===== src/rtl/regfile_pkg.sv =====
// Shared types, defaults and helpers for the parametrised register file.
// Used by regfile_param and regfile_clear_fsm.
package regfile_pkg;

    // Bulk-clear engine states
    typedef enum logic [1:0] {
        CLR_IDLE  = 2'd0,
        CLR_SWEEP = 2'd1,
        CLR_DONE  = 2'd2
    } clr_state_t;

    localparam int DEF_WIDTH = 32;
    localparam int DEF_DEPTH = 16;

    // Widest word the merge helper handles; callers
    // zero-extend into it and truncate the result.
    localparam int MERGE_W  = 1024;
    localparam int MERGE_BE = MERGE_W / 8;

    // Byte-wise merge: bytes with be set come from
    // new_v, the rest keep old_v.
    function automatic logic [MERGE_W-1:0] byte_merge(
        input logic [MERGE_W-1:0]  old_v,
        input logic [MERGE_W-1:0]  new_v,
        input logic [MERGE_BE-1:0] be
    );
        logic [MERGE_W-1:0] r;
        r = old_v;
        for (int i = 0; i < MERGE_BE; i++) begin
            if (be[i]) begin
                r[8*i +: 8] = new_v[8*i +: 8];
            end
        end
        return r;
    endfunction

endpackage


===== src/rtl/regfile_clear_fsm.sv =====
// Sequential bulk-clear engine: sweeps one entry per cycle,
// reports busy during the sweep and pulses done at the end.
module regfile_clear_fsm
    import regfile_pkg::*;
#(
    parameter int  DEPTH = DEF_DEPTH,
    localparam int AW    = $clog2(DEPTH)
) (
    input  logic          clk,
    input  logic          reset_n,
    input  logic          clr_req,
    output logic          clr_busy,
    output logic          clr_done,
    output logic          clr_stb,
    output logic [AW-1:0] clr_addr
);

    localparam logic [AW-1:0] LAST = AW'(DEPTH - 1);

    clr_state_t    state;
    logic [AW-1:0] ptr;

    // Clear FSM with registered busy/done flags
    always_ff @(posedge clk or negedge reset_n) begin
        if (!reset_n) begin
            state    <= CLR_IDLE;
            ptr      <= '0;
            clr_busy <= 1'b0;
            clr_done <= 1'b0;
        end else begin
            unique case (state)
                CLR_IDLE: begin
                    clr_done <= 1'b0;
                    if (clr_req) begin
                        state    <= CLR_SWEEP;
                        ptr      <= '0;
                        clr_busy <= 1'b1;
                    end
                end
                CLR_SWEEP: begin
                    if (ptr == LAST) begin
                        state    <= CLR_DONE;
                        ptr      <= '0;
                        clr_busy <= 1'b0;
                        clr_done <= 1'b1;
                    end else begin
                        ptr <= ptr + AW'(1);
                    end
                end
                CLR_DONE: begin
                    state    <= CLR_IDLE;
                    clr_done <= 1'b0;
                end
                default: begin
                    state    <= CLR_IDLE;
                    ptr      <= '0;
                    clr_busy <= 1'b0;
                    clr_done <= 1'b0;
                end
            endcase
        end
    end

    // The array clears the pointed entry on every sweep edge
    assign clr_stb  = clr_busy;
    assign clr_addr = ptr;

endmodule


===== src/rtl/regfile_param.sv =====
// Parametrised 2-read/1-write register file with byte enables,
// optional zero entry and bulk clear. Define REGFILE_BYPASS_EN for write-to-read bypass.
module regfile_param
    import regfile_pkg::*;
#(
    parameter int  WIDTH    = DEF_WIDTH,
    parameter int  DEPTH    = DEF_DEPTH,
    parameter bit  ZERO_REG = 1'b0,
    localparam int AW       = $clog2(DEPTH),
    localparam int NBE      = WIDTH / 8
) (
    input  logic             clk,
    input  logic             reset_n,
    input  logic             we,
    input  logic [AW-1:0]    waddr,
    input  logic [WIDTH-1:0] wdata,
    input  logic [NBE-1:0]   wbe,
    input  logic [AW-1:0]    raddr_a,
    input  logic [AW-1:0]    raddr_b,
    output logic [WIDTH-1:0] rdata_a,
    output logic [WIDTH-1:0] rdata_b,
    input  logic             clr_req,
    output logic             clr_busy,
    output logic             clr_done
);

    logic [WIDTH-1:0] mem [DEPTH];

    logic             clr_stb;
    logic [AW-1:0]    clr_addr;
    logic             wr_ok;
    logic [WIDTH-1:0] old_w;
    logic [WIDTH-1:0] wr_merged;

    // Address lies inside the populated part of the array
    function automatic logic in_rng(input logic [AW-1:0] a);
        return {1'b0, a} < (AW+1)'(DEPTH);
    endfunction

    // Address hits the hard-wired zero entry
    function automatic logic is_zero(input logic [AW-1:0] a);
        return ZERO_REG && (a == '0);
    endfunction

    regfile_clear_fsm #(
        .DEPTH (DEPTH)
    ) u_clr (
        .clk      (clk),
        .reset_n  (reset_n),
        .clr_req  (clr_req),
        .clr_busy (clr_busy),
        .clr_done (clr_done),
        .clr_stb  (clr_stb),
        .clr_addr (clr_addr)
    );

    // Write acceptance and the merged word shared by write and bypass
    always_comb begin
        wr_ok = we && !clr_busy && in_rng(waddr) && !is_zero(waddr);
        old_w = '0;
        if (in_rng(waddr)) begin
            old_w = mem[waddr];
        end
        wr_merged = WIDTH'(byte_merge(MERGE_W'(old_w),
                                      MERGE_W'(wdata),
                                      MERGE_BE'(wbe)));
    end

    // Storage: reset, sweep clear, or byte-enabled write
    always_ff @(posedge clk or negedge reset_n) begin
        if (!reset_n) begin
            for (int i = 0; i < DEPTH; i++) begin
                mem[i] <= '0;
            end
        end else if (clr_stb) begin
            mem[clr_addr] <= '0;
        end else if (wr_ok) begin
            mem[waddr] <= wr_merged;
        end
    end

    // Read port A
    always_comb begin
        rdata_a = '0;
        if (in_rng(raddr_a) && !is_zero(raddr_a)) begin
            rdata_a = mem[raddr_a];
        end
`ifdef REGFILE_BYPASS_EN
        if (wr_ok && (raddr_a == waddr)) begin
            rdata_a = wr_merged;
        end
`endif
    end

    // Read port B
    always_comb begin
        rdata_b = '0;
        if (in_rng(raddr_b) && !is_zero(raddr_b)) begin
            rdata_b = mem[raddr_b];
        end
`ifdef REGFILE_BYPASS_EN
        if (wr_ok && (raddr_b == waddr)) begin
            rdata_b = wr_merged;
        end
`endif
    end

endmodule


===== config.mk =====
export PLATFORM = sky130hd
export DESIGN_NAME = regfile_param
export DESIGN_NICKNAME = d
export VERILOG_FILES = /design/src/rtl/regfile_pkg.sv /design/src/rtl/regfile_clear_fsm.sv /design/src/rtl/regfile_param.sv
export SDC_FILE = /design/constraint.sdc
export NUM_CORES = 2
export LEC_CHECK = 0
export ABC_AREA = 1
export BUFFER_PORTS_ARGS = -buffer_cell sky130_fd_sc_hd__buf_2
export CAP_MARGIN = 20
export CELL_PAD_IN_SITES_DETAIL_PLACEMENT = 1
export CELL_PAD_IN_SITES_GLOBAL_PLACEMENT = 1
export CORE_AREA = 2 2 344 346
export CTS_BUF_LIST = sky130_fd_sc_hd__clkbuf_16
export DETAILED_ROUTE_END_ITERATION = 7
export DIE_AREA = 0 0 346 348
export PLACE_DENSITY_LB_ADDON = 0.1
export SYNTH_ARGS = -nofsm -noshare
export SYNTH_HDL_FRONTEND = slang
export SYNTH_SLANG_ARGS = --single-unit
export TNS_END_PERCENT = 10

===== constraint.sdc =====
create_clock -name clk -period 2.7 [get_ports clk]
set_clock_uncertainty 0.05 [all_clocks]
set_input_delay 0.405 -clock clk [delete_from_list [all_inputs] [get_ports clk]]
set_output_delay 0.405 -clock clk [all_outputs]
set_load 0.05 [all_outputs]

* Yosys cells after proc, flatten, opt, wreduce, memory -nomap -nowiden *
Index checks and enable logic that the tools add are counted.

word-level totals
  input bits = 52
  register bits after elaboration = 520
  logic and storage cells = 79

cells by class
  eq/ne operators = 5
  reduce and logical (&&, ||, !) cells = 9
  add/subtract/negate cells = 1
  multiplexer cells = 31
  order comparisons = 6
  bitwise operators = 7

operators by type and width
  operator                                                                       count
  512-bit two-way mux                                                            2
  512-bit AND                                                                    1
  512-bit bitwise mux                                                            1
  512-bit inverter                                                               1
  32-bit binary-select mux with 4-bit select                                     3
  32-bit demux with 4-bit select                                                 2
  32-bit two-way mux                                                             8
  8-bit two-way mux                                                              4
  5-bit >= comparator (second input constant)                                    4
  4-bit inverter with 5-bit output                                               4
  4-bit one-hot mux with 3 select lines                                          1
  5-bit by 1-bit less-than comparator with 1-bit output (second input constant)  2
  4-bit two-way mux                                                              2
  4-bit by 1-bit adder with 4-bit output (second input constant)                 1
  4-bit equality test (second input constant)                                    1
  1-bit two-way mux                                                              4
  2-bit two-way mux                                                              2
  2-bit one-hot mux with 2 select lines                                          1
  2-bit AND reduction                                                            2
  1-bit logical AND                                                              3
  1-bit one-hot mux with 3 select lines                                          1
  3-bit AND reduction                                                            1
  2-bit by 1-bit equality test with 1-bit output (second input constant)         1
  2-bit equality test (second input constant)                                    1
  6 further kinds                                                                6

* Depth between registers and ports, before layout *
  depth in word-level cells = 8
  mapped depth = 15

* By module *
Synthesis repeated with hierarchy kept, for this count alone.

second synthesis, totals
  cells, all modules = 6,445
  area, all modules = 40,457.6 µm²

modules (own cells, without submodules)
  module             cells each  area each (µm²)  sequential area each (µm²)  times used
  regfile_param      6,406       40,075.9         12,812.3                    1
  regfile_clear_fsm  39          381.6            200.2                       1

* Worst setup path before layout *
Ideal clock, no wire load.

  kind = in2out
  from = input raddr_a[1]
  to = output rdata_a[31]
  buffers on the path = 3
  setup slack = -0.278 ns
  data arrival time = 2.523 ns
  cell stages on the path = 7
  data required time = 2.245 ns
  path through = buf_2 clkbuf_1 clkbuf_1 o21ai_0 a21oi_1 o22ai_1 o21ai_0

on the way
  longest elaborated chain between the ends = 4

ends and longest elaborated chain
  element                                                 line                 source
  from (decl)                                             regfile_param.sv:18  input logic [AW-1:0] raddr_a,
  4-bit inverter with 5-bit output (not written as such)  regfile_param.sv:86  rdata_a = mem[raddr_a];
  32-bit binary-select mux with 4-bit select              regfile_param.sv:86
  32-bit two-way mux (not written as such) (2 in series)  regfile_param.sv:86
  to (decl)                                               regfile_param.sv:20  output logic [WIDTH-1:0] rdata_a,

Every way passes these cells. The select of a mux whose other input is x is not followed.

* Worst setup path in the final report *
  from = register mem[78] in the netlist's numbering
  to = output rdata_b[14]

on the way
  longest elaborated chain between the ends = 3

ends and longest elaborated chain
  element                                                 line                 source
  from (decl)                                             regfile_param.sv:27  logic [WIDTH-1:0] mem [DEPTH];
  from (signal, indexed assignment)                       regfile_param.sv:78  mem[waddr] <= wr_merged;
  32-bit binary-select mux with 4-bit select              regfile_param.sv:99  rdata_b = mem[raddr_b];
  32-bit two-way mux (not written as such) (2 in series)  regfile_param.sv:99
  to (decl)                                               regfile_param.sv:21  output logic [WIDTH-1:0] rdata_b,

Every way passes these cells. The select of a mux whose other input is x is not followed.

==> flow_metrics.py <==
metrics = {
    "run_status": {
        "status": "completed",
    },
    "setup_path": {
        "r2r_end": "mem[175]$_DFFE_PN0P_",
        "cpMostUsedCell": "o21ai_0",
        "slowest_delay_ns": 0.40,
        "cp.arrival_ns": 2.21,
        "r2r_cells": 5,
        "path_buf_inv": 2,
        "critical_path.startpoint_type": "flop",
        "rrSetupSlack_ns": 0.32,
        "crit_family": "compound AO/OA/AOI/OAI gates",
        "endpoint_kind": "output port",
        "cp_cell_sequence": "inv_1 > a21oi_1 > o21ai_0 > o21ai_0 > o221ai_1 > nand2_1 > buf_2",
        "cp_max_fo": 3,
        "cp.required_ns": 2.25,
        "path_class": "reg -> out",
        "cp_slowest_cell": "dfrtp_1",
        "worstReg2RegStart": "u_clr.clr_busy$_DFFE_PN0P_",
    },
    "global_route": {
        "grt_max_degree": 78,
        "grt_first_pass_wirelength_um": 362000,
        "grt_use_total": 0.406,
        "antenna_found_initial": 5,
        "grt_pass1_vias": 50600,
        "grt-ovfl-total": 0,
    },
    "die": {
        "die_w_um": 346,
        "dieArea_um2": 120000,
        "initial_core_util": 0.347,
        "dieHeight_um": 348,
        "core_area_um2": 117000,
        "ioPinCount": 118,
        "rows": 126,
    },
    "timing": {
        "holdWs_ns": 0.208,
        "setup_violations": 0,
        "slew-limit-headroom": 0.359,
        "fin_setup_tns_ns": 0,
        "rsz0062_at_grt": "yes",
        "hold_viol": 0,
        "slew_violations": 0,
        "worstMarginPinSlew_ns": 0.962,
        "post-route-worst-setup-slack_ns": 0.0357,
        "fmax_ghz": 0.375,
        "period_share": 0.987,
        "finalCriticalPeriod_ns": 2.66,
    },
    "pwr": {
        "ir_worst_vdd_mv": 0.769,
        "p_leak_nw": 20.8,
        "comb_power_share": 0.518,
        "power.switching_mw": 29.7,
        "p_int_mw": 26.4,
        "switching_share": 0.530,
        "p_seq_frac": 0.308,
        "power_density_nw_per_um2": 1190,
        "clkPwrFrac": 0.174,
    },
    "clocking": {
        "htree_levels": 3,
        "clock-root-buffer": "clkbuf_16",
        "clockBufferDepth": 3,
        "worst_skew_pair.late_latency_ns": 0.67,
        "numCtsBuffers": 73,
        "numClockSinks": 520,
        "clk_pin_slew_ns": 0.06,
        "cts_tree": "done",
    },
    "placed_design": {
        "post_dp_cell_area_um2": 44800,
        "pre_cts_ws_ns": 0.0864,
        "dp_hpwl_um": 153000,
        "io_buffers": 117,
        "gp_congestion": 0.914,
    },
    "synthesis": {
        "ys_warn_count": 0,
        "yosysSeqAreaShare": 0.321,
        "ys_types": 32,
        "ys_seq_elements": 520,
        "synthCells": 6439,
        "syn-num-nets": 6495,
        "synth.cell_area_um2": 40600,
        "syn_area_per_cell_um2": 6.31,
    },
    "run": {
        "drv_cap": 0,
    },
    "layout": {
        "fin_area_um2": 47200,
        "nets": 6391,
        "fin_util": 0.404,
        "drive_gt1_frac": 0.105,
        "syn2layout_area_growth_pct": 16.3,
    },
    "route": {
        "wl_um": 251000,
        "dr.pass1.iters": 6,
        "first_iter_violations": 6240,
        "viasPerCell": 6.52,
        "avgRoutedWirePerCell_um": 31.6,
        "vias": 51700,
        "drc_errors": 0,
        "ant_nets": 0,
    },
    "worst_hold_path": {
        "min_path_type": "in -> async",
    },
}
power by group through the flow:
stage | registers (mW) | logic, mW | clock network [mW]
final | 17.3 | 29.1 | 9.76
after global routing | 17.9 | 31.1 | 10.1
after CTS | 17.1 | 28.2 | 9.80
after detailed placement | 17.2 | 28.1 | 0
after global placement | 17.0 | 27.1 | 0
after floorplan | 15.3 | 17.3 | 0
synthesized netlist by cell type (all sizes together):
library cell     n  area share
o21ai          445       0.055
o22ai           10      0.0015
buf            198       0.028
ha               4      0.0012
o221ai          79       0.017
dfrtp          520        0.32
inv            391       0.036
nor2           829       0.077
o32ai            1     0.00022
nand3          670       0.083
a21oi          996        0.12
nor3            16      0.0033
clkbuf         429       0.040
nand2         1253        0.12
a31oi          512       0.079
o211ai          82       0.015
xor2             1     0.00022
clkinv           3     0.00028
worst max-delay path by stage:
stage | startpoint | endpoint | slack, ns | cells past startpoint
floorplan | raddr_a[0] | rdata_a[18] | -0.27 | 7
global placement | waddr[1] | mem[192]$_DFFE_PN0P_ | 0.09 | 11
detailed placement | waddr[2] | mem[352]$_DFFE_PN0P_ | 0.09 | 9
CTS | mem[61]$_DFFE_PN0P_ | rdata_a[29] | -0.005 | 7
global route | mem[83]$_DFFE_PN0P_ | rdata_b[19] | -0.04 | 8
finish | mem[78]$_DFFE_PN0P_ | rdata_b[14] | 0.04 | 7
stage by stage:
step	power, mW	instances
2_1_floorplan	32.6	6439
3_3_place_gp	44.1	7794
3_5_place_dp	45.2	7794
4_1_cts	55.1	7928
5_1_grt	59.1	7928
6_report	56.1	7929
layout make-up:
class | count | area, um2
multi-input combinational | 4898 | 23700
timing repair buffer | 448 | 4820
fill | 15000 | 69700
clock inverter | 53 | 315
antenna | 1 | 2.50
clock buffer | 79 | 1980
sequential | 520 | 13000
inverter | 394 | 1490
tap | 1536 | 1920
state kept, by name, summed over array words and instances (netlist names):
name            cells
mem               512
u_clr.clr_addr      4
u_clr.clr_busy      1
u_clr.clr_done      1
u_clr.state         2
cells by family (layout without fill, tap and decap cells):
| family | after synthesis | after routing | share of synthesized area |
|---|---|---|---|
| AND/OR/NAND/NOR | 2768 | 2768 | 0.281 |
| buffers and inverters | 1021 | 974 | 0.105 |
| XOR/XNOR | 1 | 1 | 0.000216 |
| adder cells (fa/ha/maj) | 4 | 4 | 0.00123 |
| flip-flops | 520 | 520 | 0.321 |
| AO/OA/AOI/OAI | 2125 | 2125 | 0.292 |
| other | 0 | 1 | 0 |
cells in the final DEF, fill, tap and decap left out, drive strengths merged, types with 2 or more instances in the layout:
cell type and instances:
nand3 670, nand2 1253, bufinv 3, o22ai 10
clkbuf 83, o221ai 79, nor3 16, clkinvlp 4
o211ai 82, inv 409, a21oi 996, nor2 829
buf 442, ha 4, dlygate4sd3 2, dfrtp 520
clkinv 31, a31oi 512, o21ai 445
metal layers:
metal / wire [um] / share of wire / track usage
met1: 103000 / 0.41 / 0.539
met2: 106000 / 0.42 / 0.610
met3: 24500 / 0.098 / 0.0810
met4: 17100 / 0.068 / 0.243
met5: 10 / 0.000040 / 0
timing repair:
item / in CTS / in global routing
gates cloned: 0 / 0
setup endpoints to repair: 7 / 15
endpoints found under the hold margin: 33 / 0
hold buffers: 2 / 0
setup buffers: 0 / 0
resized for setup: 8 / 21
Note: power is estimated with default switching activity, not from simulation.
